<file path="src/rtl/enc_pkg.sv">
// Shared widths, FSM state encoding and the bit-reverse helper for the
// encryption-core request scheduler.
package enc_pkg;

  localparam int PLAIN_W = 128;
  localparam int KEY_W   = 64;

  typedef enum logic [1:0] {
    IDLE = 2'd0,
    WAIT = 2'd1,
    DONE = 2'd2
  } state_t;

  // Converts the core's ascending bit ordering to descending.
  function automatic logic [PLAIN_W-1:0] bit_rev(input logic [PLAIN_W-1:0] d);
    logic [PLAIN_W-1:0] r;
    for (int k = 0; k < PLAIN_W; k++) begin
      r[PLAIN_W-1-k] = d[k];
    end
    return r;
  endfunction

endpackage

</file>
<file path="src/rtl/rr_arb2.sv">
// Combinational two-way round-robin grant; ptr=0 favours requester 0 on a tie.
// A lone valid requester is always granted, whatever the pointer says.
module rr_arb2 (
  input  logic [1:0] valid,
  input  logic       ptr,
  output logic [1:0] grant
);

  assign grant[0] = valid[0] & (~valid[1] | ~ptr);
  assign grant[1] = valid[1] & (~valid[0] |  ptr);

endmodule

</file>
<file path="src/rtl/enc_req_sched.sv">
// Two-requester scheduler/sequencer for the 128-bit block / 64-bit key core.
// Optional macro ENC_REQ_SCHED_BITREV_EN: bit-reverse the captured cipher.
module enc_req_sched
  import enc_pkg::*;
#(
  parameter int CORE_LAT = 4
) (
  input  logic               sys_clk,
  input  logic               sys_rst_n,
  input  logic               req0_valid,
  output logic               req0_ready,
  input  logic [PLAIN_W-1:0] req0_plain,
  input  logic [KEY_W-1:0]   req0_key,
  input  logic               req1_valid,
  output logic               req1_ready,
  input  logic [PLAIN_W-1:0] req1_plain,
  input  logic [KEY_W-1:0]   req1_key,
  output logic               rsp_valid,
  input  logic               rsp_ready,
  output logic [PLAIN_W-1:0] rsp_cipher,
  output logic               rsp_id,
  output logic [PLAIN_W-1:0] core_plain,
  output logic [KEY_W-1:0]   core_key,
  input  logic [PLAIN_W-1:0] core_cipher,
  output logic               busy
);

  state_t             state, state_nxt;
  logic [7:0]         cnt;
  logic               ptr;
  logic [1:0]         grant;
  logic               req_hs;
  logic               lat_done;
  logic               rsp_hs;
  logic [PLAIN_W-1:0] cipher_cap;

  rr_arb2 u_arb (
    .valid ({req1_valid, req0_valid}),
    .ptr   (ptr),
    .grant (grant)
  );

  assign req0_ready = (state == IDLE) && grant[0];
  assign req1_ready = (state == IDLE) && grant[1];
  assign req_hs     = req0_ready | req1_ready;
  // Counter reads k-1 just before edge E0+k, so the capture edge is E0+CORE_LAT.
  assign lat_done   = (state == WAIT) && (cnt == 8'(CORE_LAT - 1));
  assign rsp_hs     = rsp_valid && rsp_ready;
  assign busy       = (state != IDLE);

`ifdef ENC_REQ_SCHED_BITREV_EN
  assign cipher_cap = bit_rev(core_cipher);
`else
  assign cipher_cap = core_cipher;
`endif

  // NOTE: next-state takes its default first so every path assigns it and
  // no latch is inferred.
  always_comb begin
    state_nxt = state;
    case (state)
      IDLE:    if (req_hs)    state_nxt = WAIT;
      WAIT:    if (lat_done)  state_nxt = DONE;
      DONE:    if (rsp_ready) state_nxt = IDLE;
      default:                state_nxt = IDLE;
    endcase
  end

  // NOTE: sequential state uses non-blocking assignments so every register
  // samples pre-edge values regardless of statement order.
  always_ff @(posedge sys_clk or negedge sys_rst_n) begin
    if (!sys_rst_n) state <= IDLE;
    else            state <= state_nxt;
  end

  always_ff @(posedge sys_clk or negedge sys_rst_n) begin
    if (!sys_rst_n) begin
      cnt        <= '0;
      ptr        <= 1'b0;
      core_plain <= '0;
      core_key   <= '0;
      rsp_id     <= 1'b0;
      rsp_cipher <= '0;
      rsp_valid  <= 1'b0;
    end else begin
      if (req_hs) begin
        core_plain <= grant[1] ? req1_plain : req0_plain;
        core_key   <= grant[1] ? req1_key   : req0_key;
        rsp_id     <= grant[1];
        cnt        <= '0;
      end else if (state == WAIT) begin
        cnt <= cnt + 8'd1;
      end
      if (lat_done) begin
        rsp_cipher <= cipher_cap;
        rsp_valid  <= 1'b1;
      end
      if (rsp_hs) begin
        rsp_valid <= 1'b0;
        ptr       <= ~rsp_id;
      end
    end
  end

endmodule

</file>
<file path="config.mk">
export PLATFORM = sky130hd
export DESIGN_NAME = enc_req_sched
export DESIGN_NICKNAME = d
export VERILOG_FILES = /design/src/rtl/enc_pkg.sv /design/src/rtl/rr_arb2.sv /design/src/rtl/enc_req_sched.sv
export SDC_FILE = /design/constraint.sdc
export NUM_CORES = 1
export LEC_CHECK = 0
export CAP_MARGIN = 20
export CELL_PAD_IN_SITES_DETAIL_PLACEMENT = 0
export CELL_PAD_IN_SITES_GLOBAL_PLACEMENT = 1
export CORE_AREA = 3 3 322 324
export CTS_BUF_LIST = sky130_fd_sc_hd__clkbuf_8 sky130_fd_sc_hd__clkbuf_16
export DETAILED_ROUTE_END_ITERATION = 16
export DIE_AREA = 0 0 325 327
export PLACE_DENSITY = 0.48
export SYNTH_ARGS = -nofsm -noshare
export SYNTH_HDL_FRONTEND = slang
export SYNTH_SLANG_ARGS = --single-unit
</file>
<file path="constraint.sdc">
create_clock -name sys_clk -period 3.81 [get_ports sys_clk]
set_clock_uncertainty 0.05 [all_clocks]
set_input_delay 0.381 -clock sys_clk [delete_from_list [all_inputs] [get_ports sys_clk]]
set_output_delay 0.381 -clock sys_clk [all_outputs]
set_load 0.01 [all_outputs]
</file>
## Word-level counts from Yosys, hierarchy flattened

Cells that the tools add are included.

| word-level totals | value |
|---|---|
| register bits | 333 |
| input port bits | 517 |
| output and inout bits | 325 |
| word-level logic and storage cells | 43 |

| operators by class | value |
|---|---|
| add/subtract/negate cells | 1 |
| equality and inequality tests | 6 |
| mux-type cells | 10 |
| bitwise logic cells | 9 |
| reduce and logical (&&, ||, !) cells | 9 |

Operators with widths:

| cell | count |
|---|---|
| 2-to-1 mux 128 bit | 1 |
| 2-to-1 mux 64 bit | 1 |
| 2-to-1 mux 8 bit | 2 |
| adder 8 x 1 -> 8 bit, second input constant | 1 |
| == test 8 x 2 -> 1 bit, second input constant | 1 |
| 2-to-1 mux 2 bit | 3 |
| != test 2 bit, second input constant | 3 |
| case mux 2 bit (3 select lines) | 1 |
| nonzero test 2 bit | 3 |
| logical AND 1 bit | 4 |
| inverter 1 bit | 4 |
| bitwise OR 1 bit | 3 |
| AND reduction 3 bit | 1 |
| AND 1 bit | 2 |
| == test 2 x 1 -> 1 bit, second input constant | 1 |
| == test 2 bit, second input constant | 1 |
| zero test 2 bit | 1 |
| 2-to-1 mux 1 bit | 2 |

## Depth between registers and ports, before layout

| logic depth | value |
|---|---|
| depth after elaboration | 7 |
| depth in mapped cells | 7 |
| depth with buffers taken out | 4 |

## Cells and area by module

A second synthesis with hierarchy kept.

| second synthesis, totals | value |
|---|---|
| cell total of the unflattened synthesis | 1190 |
| area, all modules | 14755.4 µm² |

By module, submodules not included:

| module | instances | cells each | area an instance (µm²) | sequential area each (µm²) |
|---|---|---|---|---|
| enc_req_sched | 1 | 1187 | 14736.6 | 8333.0 |
| rr_arb2 | 1 | 3 | 18.8 | 0.0 |

## Worst setup path after synthesis

OpenSTA, ideal clock, no wires.

| timing path | value |
|---|---|
| path kind | register to register |
| from | register cnt[0] |
| to | register rsp_cipher[0] |
| setup time | 0.127 ns |
| arrival | 1.536 ns |
| required time | 3.633 ns |
| slack | 2.096 ns |
| stages on the path, launching flop included | 7 |
| buffers on the path | 2 |
| period minus slack after synthesis | 1.714 ns |
| cells stage by stage | dfrtp_1 ha_1 nor4b_2 nand3_1 buf_6 buf_6 mux2_1 |

| between the ends | value |
|---|---|
| longest elaborated chain between the ends | 2 |

RTL lines:

| what | RTL line | RTL |
|---|---|---|
| start, declared | enc_req_sched.sv:29 | `logic [7:0] cnt;` |
| start signal, assigned | enc_req_sched.sv:92 | `cnt <= cnt + 8'd1;` |
| == test 8 x 2 -> 1 bit | enc_req_sched.sv:47 | `assign lat_done = (state == WAIT) && (cnt == 8'(CORE_LAT - 1));` |
| logical AND 1 bit | enc_req_sched.sv:47 |  |
| end signal, assigned | enc_req_sched.sv:95 | `rsp_cipher <= cipher_cap;` |
| end, declared | enc_req_sched.sv:20 | `output logic [PLAIN_W-1:0] rsp_cipher,` |

No other way between the ends.
A chain may end at the register's enable or synchronous reset.

## Worst setup path after layout

| timing path | value |
|---|---|
| from | register state[0] |
| to | output port req1_ready |

| between the ends | value |
|---|---|
| longest elaborated chain between the ends | 2 |

RTL lines:

| what | RTL line | RTL |
|---|---|---|
| start, declared | enc_req_sched.sv:28 | `state_t state, state_nxt;` |
| start signal, assigned | enc_req_sched.sv:73 | `else state <= state_nxt;` |
| zero test 2 bit | enc_req_sched.sv:44 | `assign req1_ready = (state == IDLE) && grant[1];` |
| logical AND 1 bit | enc_req_sched.sv:44 |  |
| end, declared | enc_req_sched.sv:15 | `output logic req1_ready,` |

No other way between the ends.

==> flow_summary.rst <==
.. list-table::
   :header-rows: 1

   * - Metric
     - Value
   * - Type of origin of the critical path
     - flip-flop
   * - Core utilization of the finished layout
     - 26.4%
   * - Pwr/cell area
     - 756 nW/um^2
   * - Signed area change from the synthesized netlist to the final layout
     - 74.0%
   * - Leakage Power
     - 9.87 nW
   * - Rows
     - 117
   * - Routed length per placed instance
     - 22.0 um
   * - Fraction of registers with async set/reset
     - 100%
   * - CTS root buf
     - sky130_fd_sc_hd__clkbuf_16
   * - Data arrival at the endpoint of the critical path
     - 2.54 ns
   * - Main synth FF type
     - sky130_fd_sc_hd__dfrtp_1
   * - Total Nets Final
     - 2721
   * - Sequential cell area fraction in the yosys report
     - between 50 and 60%
   * - Grt total ovfl
     - 0
   * - Slew Limit Fails
     - 0
   * - Floorplan Core Area
     - 101000 um^2
   * - Via density per instance
     - 4.22
   * - Synthesis-stage register bit count
     - 333
   * - Overall track demand over capacity in global routing
     - 14.3%
   * - Total of fill cells in the finished design
     - 10800
   * - Remaining antenna violation count
     - 0
   * - Via count
     - 15200
   * - Number of placed instances, taps included
     - 3522
   * - Post-Route WL
     - 79300 um
   * - Time the final worst path needs with I/O delays and setup
     - 2.97 ns
   * - IO buf count
     - 841
   * - Count of H-tree levels built during CTS
     - 2
   * - Worst R2R Setup Slack
     - 1.17 ns
   * - Wire length of the first global-routing pass
     - 115000 um
   * - Setup violations, final
     - 0
   * - Antenna violations before repair
     - 15
   * - Worst setup timing slack at the placement stage
     - 1.10 ns
   * - Width of the die
     - 325 um
   * - Run status
     - finished clean
   * - Clock tree from TritonCTS
     - built
   * - Number of instances in the synthesized netlist
     - 1446
   * - Summed instance area of the synthesized netlist
     - approximately 15000 um^2
   * - Fraction of layout instances using a drive strength above 1
     - 6.40%
   * - RSZ-0062 raised after global routing
     - no
   * - Synthesized area divided by synthesized cell count
     - around 11 um^2
   * - Peak Freq
     - ~340 MHz
   * - Critical path capture point type
     - output port
   * - Worst vdd rail ir drop
     - approximately 0.45 mV
   * - Pre-Repair DR Iteration Count
     - 5
   * - Cts bufs inserted
     - 46
   * - Height of the die
     - about 330 um
   * - Detailed-route DRC error count
     - 0
   * - Count of flip-flops with a built-in enable after synthesis
     - 0
   * - Final Non-Filler Cells
     - 3608
   * - Type of the worst setup path
     - reg -> out
   * - Reported max-cap violation count
     - 0
   * - Deepest clock path buffer count
     - 3
   * - Post-synth cell types
     - 34
   * - Worst-skew pair later-pin latency
     - 0.61 ns
   * - Period Utilization, post-route
     - around 78%
   * - Final hold viol count
     - 0
   * - Half-perimeter wire length after detailed placement
     - 56700 um
   * - Number of global-route vias before repair
     - ~16000
   * - Slew of the pin with the lowest slew margin
     - 1.12 ns
   * - Starting utilization of the core area
     - about 15%
   * - Net count of the mapped netlist
     - 1964
   * - Die ar.
     - 106000 um^2
   * - Required time at the worst-slack endpoint
     - 3.38 ns
   * - Final WS setup
     - 0.843 ns
   * - Syn. warnings
     - 0
   * - Relative slew slack
     - ~25%
   * - Number of sinks on the clock net
     - 333
   * - Violation count after the first detailed-routing iteration
     - 669
   * - Register clock-pin slew on the reported worst setup and hold paths
     - about 0.06 ns
   * - Setup TNS after final layout
     - 0 ns
   * - Max Fanout on Critical Path
     - 13
   * - Maximum number of pins on one net before global-route repair
     - 171
   * - PostCTS Resize Cnt
     - 0
   * - Worst Hold Class
     - in -> reg
   * - I/O pin count
     - 842
   * - Placer's final routability congestion estimate
     - 0.785
## placed cells by master, fill, tap and decap left out, drive strengths merged
master,instances
nand2,3
nand3b,193
nand4,2
buf,33
clkbuf,59
dfrtp,333
and2b,1
nand4b,1
mux2i,2
nor2b,1
and3,2
or2,2
o31ai,2
nor2,6
clkinv,8
o221ai,1
or4,1
a31oi,193
ha,1
nand3,4
xnor2,1
a21oi,199
diode,6
or3,1
xor2,1
dlygate4sd3,1
clkinvlp,1
nor3,2
bufinv,2
mux2,128
o21ai,196
nor4b,1
clkdlybuf4s50,839
nand2b,2
inv,12
## what timing repair did
| action | CTS | global route |
|---|---|---|
| hold buffers | 1 | 0 |
| endpoints found under the hold margin | 76 | 0 |
| buffers inserted | 0 | 0 |
## final timing paths
path / startpoint / to / depth (start not counted)
worst max-delay path: state[0] / req1_ready / 4
worst min-delay path: req1_valid / core_plain[103] / 3
worst max register to register: state[0] / core_key[45] / 5
worst min register to register: rsp_cipher[7] / rsp_cipher[7] / 1
max in group asynchronous: sys_rst_n / core_plain[103] / 3
min in group asynchronous: sys_rst_n / core_plain[41] / 2
## stage by stage
| step | power (mW) | cell area [um^2] | hold WS [ns] |
|---|---|---|---|
| finish | 20.2 | 26800 | 0.0863 |
| global route | 21.5 | 26800 | 0.0471 |
| CTS | 20.7 | 26800 | 0.0190 |
| detailed placement | 16.1 | 25200 | 0.430 |
| global placement | 16.1 | 25200 | 0.423 |
| floorplan | 10.2 | 15400 | 0.0354 |
## cell families after synthesis
| group | Yosys count | synth area share [%] |
|---|---|---|
| fa+ha+maj | 1 | 0.0813 |
| buf+inv | 167 | 4.79 |
| mux | 130 | 9.50 |
| flops | 333 | 54.2 |
| compound gates | 591 | 20.8 |
| xor+xnor | 2 | 0.114 |
| simple gates | 222 | 10.5 |
## state kept, by name, summed over array words and instances, names as in the netlist
signal      cells
cnt             8
core_key       64
core_plain    128
ptr             1
rsp_cipher    128
rsp_id          1
rsp_valid       1
state           2
## power by group
group / internal, mW / switching [mW] / total (mW)
Clock: 2.59 / 1.78 / 4.37
Combinational: 4.99 / 4.51 / 9.50
Sequential: 5.34 / 1.03 / 6.37
## cells in the mapped netlist, drive strengths merged (2+ instances only)
cell type,number,share of area (%)
nor2,6,0.18
nand2,3,0.073
o21ai,196,6.4
mux2i,2,0.13
clkbuf,127,3.1
a31oi,193,7.8
buf,37,1.6
o31ai,2,0.098
and3,2,0.081
dfrtp,333,54
mux2,128,9.4
or2,2,0.081
nand2b,2,0.081
inv,3,0.073
nor3,2,0.065
nand3,4,0.13
nand4,2,0.081
a21oi,199,6.5
nand3b,193,9.4
## layer usage
layer  share of wire, %  vias to the layer above  routed length, um  global-route usage, %
met1                 38                     7519              29800                   15.7
li1                   -                     6918                  -                      -
met4                2.9                       16               2260                   4.29
met2                 50                      667              40000                   25.3
met3                9.0                      103               7160                   5.71
met5               0.13                        -                103                      0
## final cells by class
cell class / count / area [um^2] / area share (%)
clock buffer: 59 / 1330 / 4.97
clock inverter: 20 / 194 / 0.724
tap: 1368 / 1710 / 6.39
multi-input combinational: 946 / 6350 / 23.7
inverter: 3 / 16.3 / 0.0607
antenna: 6 / 15.0 / 0.0561
sequential: 333 / 8330 / 31.1
timing repair buffer: 873 / 8830 / 33.0
## critical path: stages (launching register included)
cell and delay [ns]:
sky130_fd_sc_hd__dfrtp_1 0.45, sky130_fd_sc_hd__nor2_4 0.37, sky130_fd_sc_hd__inv_2 0.13, sky130_fd_sc_hd__nor3_1 0.36
sky130_fd_sc_hd__clkdlybuf4s50_1 0.62
Power figures use the tool's default switching activity.
